## src/rtl/vx_tex_sat_seq_pkg.sv

```systemverilog
// Shared types and helpers for the texture saturation sequencer.
package vx_tex_sat_seq_pkg;

  typedef enum logic [1:0] {
    IDLE = 2'd0,
    BUSY = 2'd1,
    DONE = 2'd2
  } state_e;

  // A single-beat configuration still needs a one-bit counter.
  function automatic int beat_cnt_w(input int num_beats);
    return (num_beats > 1) ? $clog2(num_beats) : 1;
  endfunction

endpackage

```

## src/rtl/vx_tex_sat_seq_sat.sv

```systemverilog
// Clamps one signed IN_W-bit channel into the unsigned OUT_W-bit range.
module vx_tex_sat #(
  parameter int IN_W  = 10,
  parameter int OUT_W = 8,
  parameter int MODEL = 1
) (
  input  logic [IN_W-1:0]  data_in,
  output logic [OUT_W-1:0] data_out
);

  localparam logic [IN_W-1:0] MAX_V = IN_W'((1 << OUT_W) - 1);

  logic over;

  // Negative inputs are caught first, so an unsigned compare is safe here.
  generate
    if (MODEL == 1) begin : g_cmp
      assign over = (data_in > MAX_V);
    end else begin : g_bits
      assign over = |data_in[IN_W-2:OUT_W];
    end
  endgenerate

  always_comb begin
    if (data_in[IN_W-1]) begin
      data_out = '0;
    end else if (over) begin
      data_out = '1;
    end else begin
      data_out = data_in[OUT_W-1:0];
    end
  end

endmodule

```

## src/rtl/vx_tex_sat_seq.sv

```systemverilog
// Multi-beat sequencer feeding a request through ELEMS_PER_CYCLE shared
// saturation units and returning the assembled result as one tagged response.
module vx_tex_sat_seq
  import vx_tex_sat_seq_pkg::*;
#(
  parameter int NUM_ELEMS       = 16,
  parameter int ELEMS_PER_CYCLE = 4,
  parameter int IN_W            = 10,
  parameter int OUT_W           = 8,
  parameter int TAG_W           = 8
) (
  input  logic                       clk,
  input  logic                       reset_n,
  input  logic                       req_valid,
  input  logic [NUM_ELEMS*IN_W-1:0]  req_data,
  input  logic [TAG_W-1:0]           req_tag,
  output logic                       req_ready,
  output logic                       rsp_valid,
  output logic [NUM_ELEMS*OUT_W-1:0] rsp_data,
  output logic [TAG_W-1:0]           rsp_tag,
  input  logic                       rsp_ready,
  output logic                       busy
);

  localparam int NUM_BEATS   = NUM_ELEMS / ELEMS_PER_CYCLE;
  localparam int BEAT_W      = beat_cnt_w(NUM_BEATS);
  localparam int SLICE_IN_W  = ELEMS_PER_CYCLE * IN_W;
  localparam int SLICE_OUT_W = ELEMS_PER_CYCLE * OUT_W;

  generate
    if (((NUM_ELEMS % ELEMS_PER_CYCLE) != 0) || ((OUT_W + 1) >= IN_W)) begin : g_param_err
      $error("vx_tex_sat_seq: illegal NUM_ELEMS/ELEMS_PER_CYCLE/IN_W/OUT_W combination");
    end
  endgenerate

  state_e                     state_q, state_d;
  logic [BEAT_W-1:0]          beat_q, beat_d;
  logic [NUM_ELEMS*IN_W-1:0]  data_q, data_d;
  logic [TAG_W-1:0]           tag_q, tag_d;
  logic [NUM_ELEMS*OUT_W-1:0] res_q, res_d;
  logic [SLICE_IN_W-1:0]      slice_in;
  logic [SLICE_OUT_W-1:0]     slice_out;
  logic                       accept;

  always_comb begin
    slice_in = data_q[SLICE_IN_W-1:0];
    for (int b = 0; b < NUM_BEATS; b++) begin
      if (beat_q == BEAT_W'(b)) begin
        slice_in = data_q[b*SLICE_IN_W +: SLICE_IN_W];
      end
    end
  end

  for (genvar e = 0; e < ELEMS_PER_CYCLE; e++) begin : g_sat
    vx_tex_sat #(
      .IN_W  (IN_W),
      .OUT_W (OUT_W),
      .MODEL (1)
    ) u_sat (
      .data_in  (slice_in[e*IN_W +: IN_W]),
      .data_out (slice_out[e*OUT_W +: OUT_W])
    );
  end

  always_comb begin
    state_d   = state_q;
    beat_d    = beat_q;
    data_d    = data_q;
    tag_d     = tag_q;
    res_d     = res_q;
    req_ready = 1'b0;
    rsp_valid = 1'b0;
    accept    = 1'b0;
    case (state_q)
      IDLE: begin
        req_ready = 1'b1;
        accept    = req_valid;
      end
      BUSY: begin
        for (int b = 0; b < NUM_BEATS; b++) begin
          if (beat_q == BEAT_W'(b)) begin
            res_d[b*SLICE_OUT_W +: SLICE_OUT_W] = slice_out;
          end
        end
        if (beat_q == BEAT_W'(NUM_BEATS - 1)) begin
          state_d = DONE;
        end else begin
          beat_d = beat_q + BEAT_W'(1);
        end
      end
      DONE: begin
        rsp_valid = 1'b1;
        req_ready = rsp_ready;
        accept    = req_valid && rsp_ready;
        if (rsp_ready) begin
          state_d = IDLE;
        end
      end
      default: state_d = IDLE;
    endcase
    // Retiring a response and taking the next request share one edge.
    if (accept) begin
      data_d  = req_data;
      tag_d   = req_tag;
      beat_d  = '0;
      state_d = BUSY;
    end
  end

  always_ff @(posedge clk or negedge reset_n) begin
    if (!reset_n) begin
      state_q <= IDLE;
      beat_q  <= '0;
      data_q  <= '0;
      tag_q   <= '0;
      res_q   <= '0;
    end else begin
      state_q <= state_d;
      beat_q  <= beat_d;
      data_q  <= data_d;
      tag_q   <= tag_d;
      res_q   <= res_d;
    end
  end

  assign rsp_data = res_q;
  assign rsp_tag  = tag_q;
  assign busy     = (state_q != IDLE);

endmodule
```

## config.mk

```make
export PLATFORM = sky130hd
export DESIGN_NAME = vx_tex_sat_seq
export DESIGN_NICKNAME = d
export VERILOG_FILES = /design/src/rtl/vx_tex_sat_seq_pkg.sv /design/src/rtl/vx_tex_sat_seq_sat.sv /design/src/rtl/vx_tex_sat_seq.sv
export SDC_FILE = /design/constraint.sdc
export NUM_CORES = 1
export LEC_CHECK = 0
export ABC_AREA = 1
export BUFFER_PORTS_ARGS = -buffer_cell sky130_fd_sc_hd__buf_2
export CAP_MARGIN = 5
export CORE_MARGIN = 4
export CORE_UTILIZATION = 54
export CTS_CLUSTER_DIAMETER = 100
export CTS_CLUSTER_SIZE = 25
export DETAILED_ROUTE_END_ITERATION = 6
export GPL_TIMING_DRIVEN = 0
export HOLD_SLACK_MARGIN = 0.02
export PLACE_DENSITY = 0.8
export SLEW_MARGIN = 10
export SYNTH_ARGS = -nofsm -noshare
export SYNTH_HDL_FRONTEND = slang
export SYNTH_HIERARCHICAL = 1
export SYNTH_SLANG_ARGS = --single-unit
```

## constraint.sdc

```tcl
create_clock -name clk -period 2.35 [get_ports clk]
set_clock_uncertainty 0.15 [all_clocks]
set_input_delay 0.3525 -clock clk [delete_from_list [all_inputs] [get_ports clk]]
set_output_delay 0.3525 -clock clk [all_outputs]
set_load 0.005 [all_outputs]
```

Word-level counts from Yosys, hierarchy flattened
Index checks and enable logic that the tools add are counted.

word-level totals
  bits in latches = 0
  bits in registers = 300
  word-level logic and storage cells = 54
  bits in writable memories = 0
  output and inout bits = 139
  memory bits (read-only) = 0
  memories = 0

cells by class
  shifts and indexed selects = 0
  equality and inequality tests = 9
  divide/modulo/power cells = 0
  $mul = 0
  add/sub/neg operators = 1
  order comparisons = 4
  bitwise gates (word level) = 0
  mux-type cells = 21
  reductions and logical operators = 11

operator list
  cell                                                                   count
  40-bit 2-to-1 mux                                                      3
  8-bit 2-to-1 mux                                                       8
  10-bit by 8-bit > comparator with 1-bit output, second input constant  4
  2-bit 2-to-1 mux                                                       6
  2-bit AND reduction                                                    5
  2-bit equality test, second input constant                             3
  3-bit inequality test, second input constant                           2
  2-bit one-hot mux with 3 select lines                                  1
  2-bit by 1-bit equality test with 1-bit output, second input constant  2
  2-bit logical NOT                                                      2
  2-bit inequality test, second input constant                           2
  1-bit one-hot mux with 2 select lines                                  2
  2-bit nonzero test                                                     2
  3-bit AND reduction                                                    1
  2-bit by 1-bit adder with 2-bit output, second input constant          1
  1-bit logical AND                                                      1
  1-bit 2-to-1 mux                                                       1

Longest topological paths before layout
Gate-level depths: netlist of run 1.

  depth in word-level cells = 7
  gate-level depth with buffers = 14
  depth with buffers taken out = 11

By module
The synthesis of run 1 kept the hierarchy.

by module, submodules not included
  module          sequential area each (um^2)  area an instance (um^2)  instances  cells each
  vx_tex_sat_seq  7507.2                       13025.0                  1          1570
  vx_tex_sat      0.0                          72.6                     4          18

Worst setup path before layout of run 1
OpenSTA, ideal clock, no wires.

  path type = register to register
  start point = register beat_q[1]
  end point = register res_q[98], in the netlist rsp_data[98]
  cell stages (with the launch flop) = 15
  required time = 2.070 ns
  arrival time = 1.734 ns
  slack = 0.336 ns
  path through = dfrtp_1 > inv_1 > ha_1 > clkbuf_1 > inv_1 > clkbuf_1 > nand2_1 > nand3_1 > nand2_1 > nand2_1 > buf_4 > nor2_1 > nor2_1 > inv_1 > o21ai_0

on the way
  cells in the longest elaborated chain, start to end = 7
  elaborated cells between the ends (all ways) = 10

RTL lines
  what                                                line                      source
  start, declared                                     vx_tex_sat_seq.sv:37      logic [BEAT_W-1:0] beat_q, beat_d;
  start signal, assigned                              vx_tex_sat_seq.sv:119     beat_q <= beat_d;
  2-bit by 1-bit equality test with 1-bit output      vx_tex_sat_seq.sv:48      if (beat_q == BEAT_W'(b)) begin
  40-bit 2-to-1 mux (2 in series)                     vx_tex_sat_seq.sv:48
  40-bit 2-to-1 mux (*)                               vx_tex_sat_seq.sv:48
  named net slice_in[8]                               vx_tex_sat_seq.sv:41      logic [SLICE_IN_W-1:0] slice_in;
  10-bit by 8-bit > comparator with 1-bit output (*)  vx_tex_sat_seq_sat.sv:18  assign over = (data_in > MAX_V);
  8-bit 2-to-1 mux (*)                                vx_tex_sat_seq_sat.sv:27  end else if (over) begin
  8-bit 2-to-1 mux (*)                                vx_tex_sat_seq_sat.sv:25  if (data_in[IN_W-1]) begin
  named net slice_out[2]                              vx_tex_sat_seq.sv:42      logic [SLICE_OUT_W-1:0] slice_out;
  end signal, assigned                                vx_tex_sat_seq.sv:122     res_q <= res_d;
  end, declared                                       vx_tex_sat_seq.sv:40      logic [NUM_ELEMS*OUT_W-1:0] res_q, res_d;

Mark *: on every way through the listed nets, which the timed path passes. The rest lies on a longest branch.
A chain may end at the register's enable or synchronous reset.

Worst setup path in the final report of run 1
  start point = register beat_q[0]
  end point = register res_q[58], in the netlist rsp_data[58]

The elaborated chain is that of the path after synthesis.

==> results of run 1 <==
registers in the layout, indices dropped and copies added (netlist names):
register  cells
beat_q        2
rsp_tag       8
data_q      160
rsp_data    128
state_q       2
layout make-up:
cell class	count	area, sq um
Multi-Input combinational cell	1169	5100
Tap cell	324	405
Antenna cell	1	2.50
Buffer	129	598
Inverter	41	159
Sequential cell	300	7510
Timing Repair Buffer	480	3300
Fill cell	1842	6870
Clock buffer	15	375
final timing paths:
kind	cells past startpoint	to	startpoint
max in group asynchronous	4	rsp_data[100]	reset_n
hold / removal	3	data_q[77]	req_data[77]
setup reg to reg	13	rsp_data[58]	beat_q[0]
hold reg to reg	2	data_q[87]	data_q[87]
min in group asynchronous	2	data_q[30]	reset_n
setup / recovery	13	rsp_data[58]	beat_q[0]
kinds of logic after synthesis:
kind of cell,Yosys count
adder cells (fa/ha/maj),4
buffers and inverters,173
AO/OA/AOI/OAI,130
flip-flops,300
AND/OR/NAND/NOR,1035
metal layers:
layer	share of wire	routed length (um)
met1	0.40	18000
met2	0.47	21500
met3	0.089	4020
met4	0.040	1790
met5	0	0
worst max-delay path: cells and delay by family (launching register included):
kind                       cells  cell delay, ps
AOI/OAI and AO/OA              1             110
adders and majority gates      1             230
buffers and inverters          5             670
DFF                            1             470
and+or+nand+nor                6             510
Yosys cell counts, drive strengths merged:
cell type  number
nand2         675
dfrtp         300
nand4         169
nor2          149
o21ai         129
clkbuf         72
buf            60
nand3          42
inv            41
ha              4
a21oi           1
what timing repair did:
| action | in CTS | in global routing |
|---|---|---|
| setup buffers | 0 | 1 |
| setup endpoints to repair | 129 | 129 |
| hold buffers | 168 | 0 |
| gates resized for setup | 26 | 45 |
| endpoints found under the hold margin | 256 | 0 |
power groups by stage:
| stage | Combinational (uW) | Sequential [uW] | Clock, uW |
|---|---|---|---|
| final | 11800 | 8870 | 2740 |
| after global placement | 10800 | 8820 | 0 |
| after global routing | 13300 | 9090 | 2950 |
| after detailed placement | 11200 | 8890 | 0 |
| after floorplan | 6990 | 8710 | 0 |
| after CTS | 11500 | 8810 | 2770 |
metrics by stage:
| step | cell area [sq um] | setup TNS, ps |
|---|---|---|
| global route | 17500 | -198 |
| detailed placement | 15300 | -38310 |
| CTS | 17400 | 0 |
| floorplan | 13300 | 0 |
| finish | 17500 | 0 |
| global placement | 15300 | -1410260 |
==> flow_summary_export.csv, run 1 <==
group,metric,value,unit
place,dp_cells,2277,
logic_synthesis,synth_fa_ha_area_frac,0.00376,
sta,fin_crit,2270,ps
die,initial_core_util,0.548,
detailed_routing,drt_iter0_markers,1470,
die,rows,57,
global_routing,grt_antenna_before_repair,0,
logic_synthesis,avgSynthCellArea,8.11,sq um
detailed_routing,firstDrtPassIters,7,
clocking,cts_buffer_depth,3,
logic_synthesis,synth_xor_area_frac,0,
sta,whs,92.0,ps
logic_synthesis,synth-compound-area-share,0.0489,
global_routing,grt_start_max_net_pins,112,
global_routing,met2_usage,0.539,
setup_path,crit_top_cell,"nor2_1",
logic_synthesis,yosys_register_bits,300,
setup_path,max_stage_delay,470,ps
global_routing,grt_pass1_vias,13386,
sta,finalSetupViolCount,0,
logic_synthesis,syn_area,0.0133,sq mm
clocking,cts_sinks,300,
cells_and_area,layout_commonest_cell,"nand2_1",
logic_synthesis,synthCells,1642,
setup_path,cp.arrival,2490,ps
setup_path,ff2ff_setup_slack,80,ps
clocking,cts_tree,"built",
pwr,internal_power,12600,uW
logic_synthesis,synth_top_family_by_area,"simple AND/OR/NAND/NOR gates",
logic_synthesis,synth_area_leaders,"dfrtp_1 56%, nand2_1 19%, nand4_1 7.9%, nor2_1 4.2%, o21ai_0 3.9%",
detailed_routing,route.vias.total,13717,
clocking,path_clk_slew,100,ps
die,ioPinCount,311,
sta,period_share,0.966,
global_routing,grt_use_met1,0.440,
sta,fmax,0.440,GHz
detailed_routing,postRouteAntennaNets,0,
setup_path,worstSetupPathType,"reg -> reg",
die,die_h,165,um
logic_synthesis,ys_seq_area_frac,0.564,
sta,worst_slack,79.5,ps
sta,max_slew.worst_pin.slew,699,ps
setup_path,startpoint_type,"register",
global_routing,busiest_layer,"met2",
sta,finalHoldViolations,0,
clocking,cts-root-buf,"clkbuf_16",
detailed_routing,route.detailed.drc,0,
place,detailedPlacementHpwl,30.6,mm
clocking,h-tree-depth,1,
setup_path,cp-end-kind,"register",
global_routing,grt_pass1_wl,70.3,mm
cells_and_area,fin_cells,2459,
detailed_routing,via_per_inst,5.58,
logic_synthesis,yosysWarnings,6,
sta,slew_violations,0,
place,place_congestion,0.936,
die,fp.dieW,165,um
place,port_buffers,309,
place,pre_cts_ws,-398,ps
sta,rsz0062_at_grt,"true",
global_routing,met3_usage,0.0549,
min_path,hold_class,"in -> reg",
cells_and_area,utilization,0.718,
logic_synthesis,synth_nets,1818,
pwr,max-vdd-ir-drop,642,uV
setup_path,slowest_stage,"dfrtp_2",
status,outcome,"completed",
logic_synthesis,yosys.area.top_type_share,0.564,
pwr,clockPowerShare,0.117,
logic_synthesis,yosys.area_share.simple,0.329,
clocking,clk_latency,500,ps
pwr,combPwrFrac,0.505,
logic_synthesis,synth_cell_types,20,
cells_and_area,area_growth,31.1,%
pwr,p_leak,0.00931,uW
flow_run,drv_cap,0,
detailed_routing,wirelength,45.3,mm
clocking,numCtsBuffers,15,
die,dieArea,0.0272,sq mm
detailed_routing,wire_per_inst,18.4,um
logic_synthesis,yosys.area.top_type,"dfrtp_1",
setup_path,path_cells,"inv_1 -> ha_2 -> inv_4 -> buf_2 -> nor2_1 -> nor2_1 -> nand2_1 -> nand2_1 -> buf_4 -> nor2_1 -> nor2_1 -> inv_1 -> o21ai_0",
logic_synthesis,synth_mux_area_frac,0,
pwr,p_per_area,1340,mW/mm^2
cells_and_area,most-common-layout-cells,"670 x nand2_1, 342 x buf_2, 299 x dfrtp_1",
cells_and_area,nNetsFinal,2312,
pwr,sw_frac_of_total,0.461,
setup_path,crit_fanout,10,
pwr,total_power,23400,uW
global_routing,grt.total_usage,0.328,
cells_and_area,layout-drive-gt1-share,0.191,
pwr,switchingPower,10800,uW
global_routing,overflow,0,
sta,relSlewSlack,0.534,
setup_path,cp_data_required_time,2570,ps
die,fp.coreArea,0.0243,sq mm
pwr,power_frac_seq,0.378,
No activity file was read; power rests on OpenSTA's default activity.
==> run 2: changes to the inputs <==
Settings changed: CORE_UTILIZATION 54 to 58, PLACE_DENSITY 0.8 to 0.85.
Clock period 2.35 ns to 2.63 ns, I/O delays scaled along.
==> run 2 against run 1 <==
The run now ends with design-rule violations left. First-iteration DRC count fell by 3.9%. Critical path depth decreased by 8. Count of clock-buffer cells in the layout is the same. Die area down 6.6%. Sequential power shrank 10%. Cell count fell by 4.0%. Non-clock buffer count fell by 59. Wire length is 5.4% lower. Total power decreased by 12%. Combinational power fell by 13%. Critical path type is now reg -> out. Critical endpoint is now busy. Largest cell class unchanged.
==> flow_summary_export.csv, run 2 (synthesized netlist as in run 1, its figures left out) <==
group,metric,value,unit
pwr,total_power,20700,uW
global_routing,grt_pass1_vias,13157,
setup_path,startpoint_type,"register",
clocking,h-tree-depth,1,
cells_and_area,fin_cells,2361,
clocking,cts_setup_buffers,0,
place,dp_cells,2238,
die,initial_core_util,0.588,
detailed_routing,via_per_inst,5.67,
sta,fmax,0.402,GHz
sta,period_share,0.946,
cells_and_area,most-common-layout-cells,"671 x nand2_1, 334 x buf_2, 299 x dfrtp_1",
setup_path,setup.worst_path.end,"busy",
die,fp.dieW,160,um
setup_path,cp-end-kind,"output port",
cells_and_area,largest_reg_flops,160,
die,dieArea,0.0254,sq mm
die,rows,55,
cells_and_area,area_growth,26.0,%
cells_and_area,nNetsFinal,2253,
detailed_routing,route.detailed.drc,1,
pwr,p_per_area,1230,mW/mm^2
pwr,max-vdd-ir-drop,631,uV
cells_and_area,top_register,"data_q",
clocking,numCtsBuffers,15,
sta,finalSetupViolCount,0,
place,place_congestion,0.908,
pwr,p_leak,0.00904,uW
global_routing,grt_pass1_wl,68.9,mm
setup_path,r2r_start,"beat_q[0]",
detailed_routing,wire_per_inst,18.1,um
sta,max_slew.worst_pin.slew,695,ps
clocking,clk_latency,500,ps
place,port_buffers,309,
detailed_routing,wl_met1,16.9,mm
sta,fin_crit,2490,ps
status,violations,"design-rule violations",
global_routing,grt_antenna_before_repair,1,
detailed_routing,postRouteAntennaNets,0,
detailed_routing,met2WireLength,20.5,mm
min_path,hold_class,"in -> reg",
detailed_routing,highest_layer,"met4",
detailed_routing,wirelength,42.8,mm
detailed_routing,firstDrtPassIters,7,
global_routing,overflow,0,
setup_path,worstRegToRegCells,9,
status,outcome,"complete, but fails checks",
die,ioPinCount,311,
sta,relSlewSlack,0.537,
place,detailedPlacementHpwl,30.1,mm
cells_and_area,layout_commonest_cell,"nand2_1",
sta,slew_violations,0,
clocking,cts-root-buf,"clkbuf_16",
cells_and_area,layout-drive-gt1-share,0.187,
detailed_routing,route.vias.total,13388,
sta,whs,17.7,ps
cells_and_area,design_area,0.0168,sq mm
setup_path,crit_fanout,10,
clocking,cts_buffer_depth,3,
setup_path,max_stage_delay,480,ps
setup_path,crit_top_cell,"buf_2",
flow_run,drv_cap,0,
setup_path,cp.arrival,1940,ps
setup_path,path_cells,"inv_4 -> buf_2 -> buf_2 -> nand2_1 -> buf_2",
clocking,cts_tree,"built",
die,fp.coreArea,0.0226,sq mm
setup_path,ff2ff_setup_slack,180,ps
setup_path,cp_data_required_time,2090,ps
clocking,path_clk_slew,100,ps
global_routing,grt_start_max_net_pins,119,
setup_path,rr_endpoint,"rsp_data[64]",
global_routing,grt.total_usage,0.332,
clocking,cts_sinks,300,
sta,finalHoldViolations,0,
setup_path,startpoint,"state_q[0]",
setup_path,slowest_stage,"dfrtp_1",
sta,rsz0062_at_grt,"false",
cells_and_area,nFillCells,1667,
die,die_h,160,um
place,placed_cell_area,0.0153,sq mm
setup_path,worstSetupPathType,"reg -> out",
detailed_routing,drt_iter0_markers,1412,
detailed_routing,wl_met3,3.85,mm
-- run 2: area by class of cell --
cell class              count  area [sq um]  share of cell area
flip-flops and latches    300          7510               0.447
multi-input cells        1169          5100               0.304
inverters                  41           156             0.00932
well taps                 285           357              0.0212
plain buffers             130           582              0.0347
repair buffers            420          2700               0.161
clock buffers              15           375              0.0224
diodes                      1          2.50            0.000149
-- run 2: routing by layer --
layer  GRT usage  up-vias
met2       0.553      794
met4       0.111        0
met1       0.452     6266
met5           0        -
met3      0.0500      134
li1            -     6194
-- run 2: what timing repair did --
item                       in CTS  in global routing
resized for setup               1                 28
gates cloned                    0                  0
hold buffers                  109                  0
setup endpoints to repair      94                121
hold endpoints to repair      193                  0
-- run 2: report_power, final --
group	internal, uW	switching [uW]	total, uW
Sequential	6720	1230	7940
Combinational	3420	6910	10300
Clock	1030	1410	2440
-- run 2: worst min path at each step --
stage                       startpoint      endpoint  slack, ps  depth (start not counted)
after floorplan                reset_n     beat_q[0]        -50                          0
after global placement      rsp_tag[0]    rsp_tag[0]        300                          2
after detailed placement       reset_n  rsp_data[29]        300                          1
after CTS                 req_data[10]    data_q[10]         20                          3
after global routing      req_data[30]    data_q[30]         20                          3
final                     req_data[30]    data_q[30]         20                          3
-- run 2: critical path, delay by kind of cell, from the launching register on --
family | cells | cell delay, ps
buffers and inverters | 4 | 860
DFF | 1 | 480
and+or+nand+nor | 1 | 100
-- run 2: stage by stage --
| stage | utilization | setup TNS (ps) | setup WS, ps |
|---|---|---|---|
| 4_1_cts | 0.740 | 0 | 24.3 |
| 3_5_place_dp | 0.675 | -3680 | -153 |
| 5_1_grt | 0.741 | 0 | 5.83 |
| 2_1_floorplan | - | 0 | 616 |
| 3_3_place_gp | 0.672 | -1271850 | -4270 |
| 6_report | 0.741 | 0 | 141 |
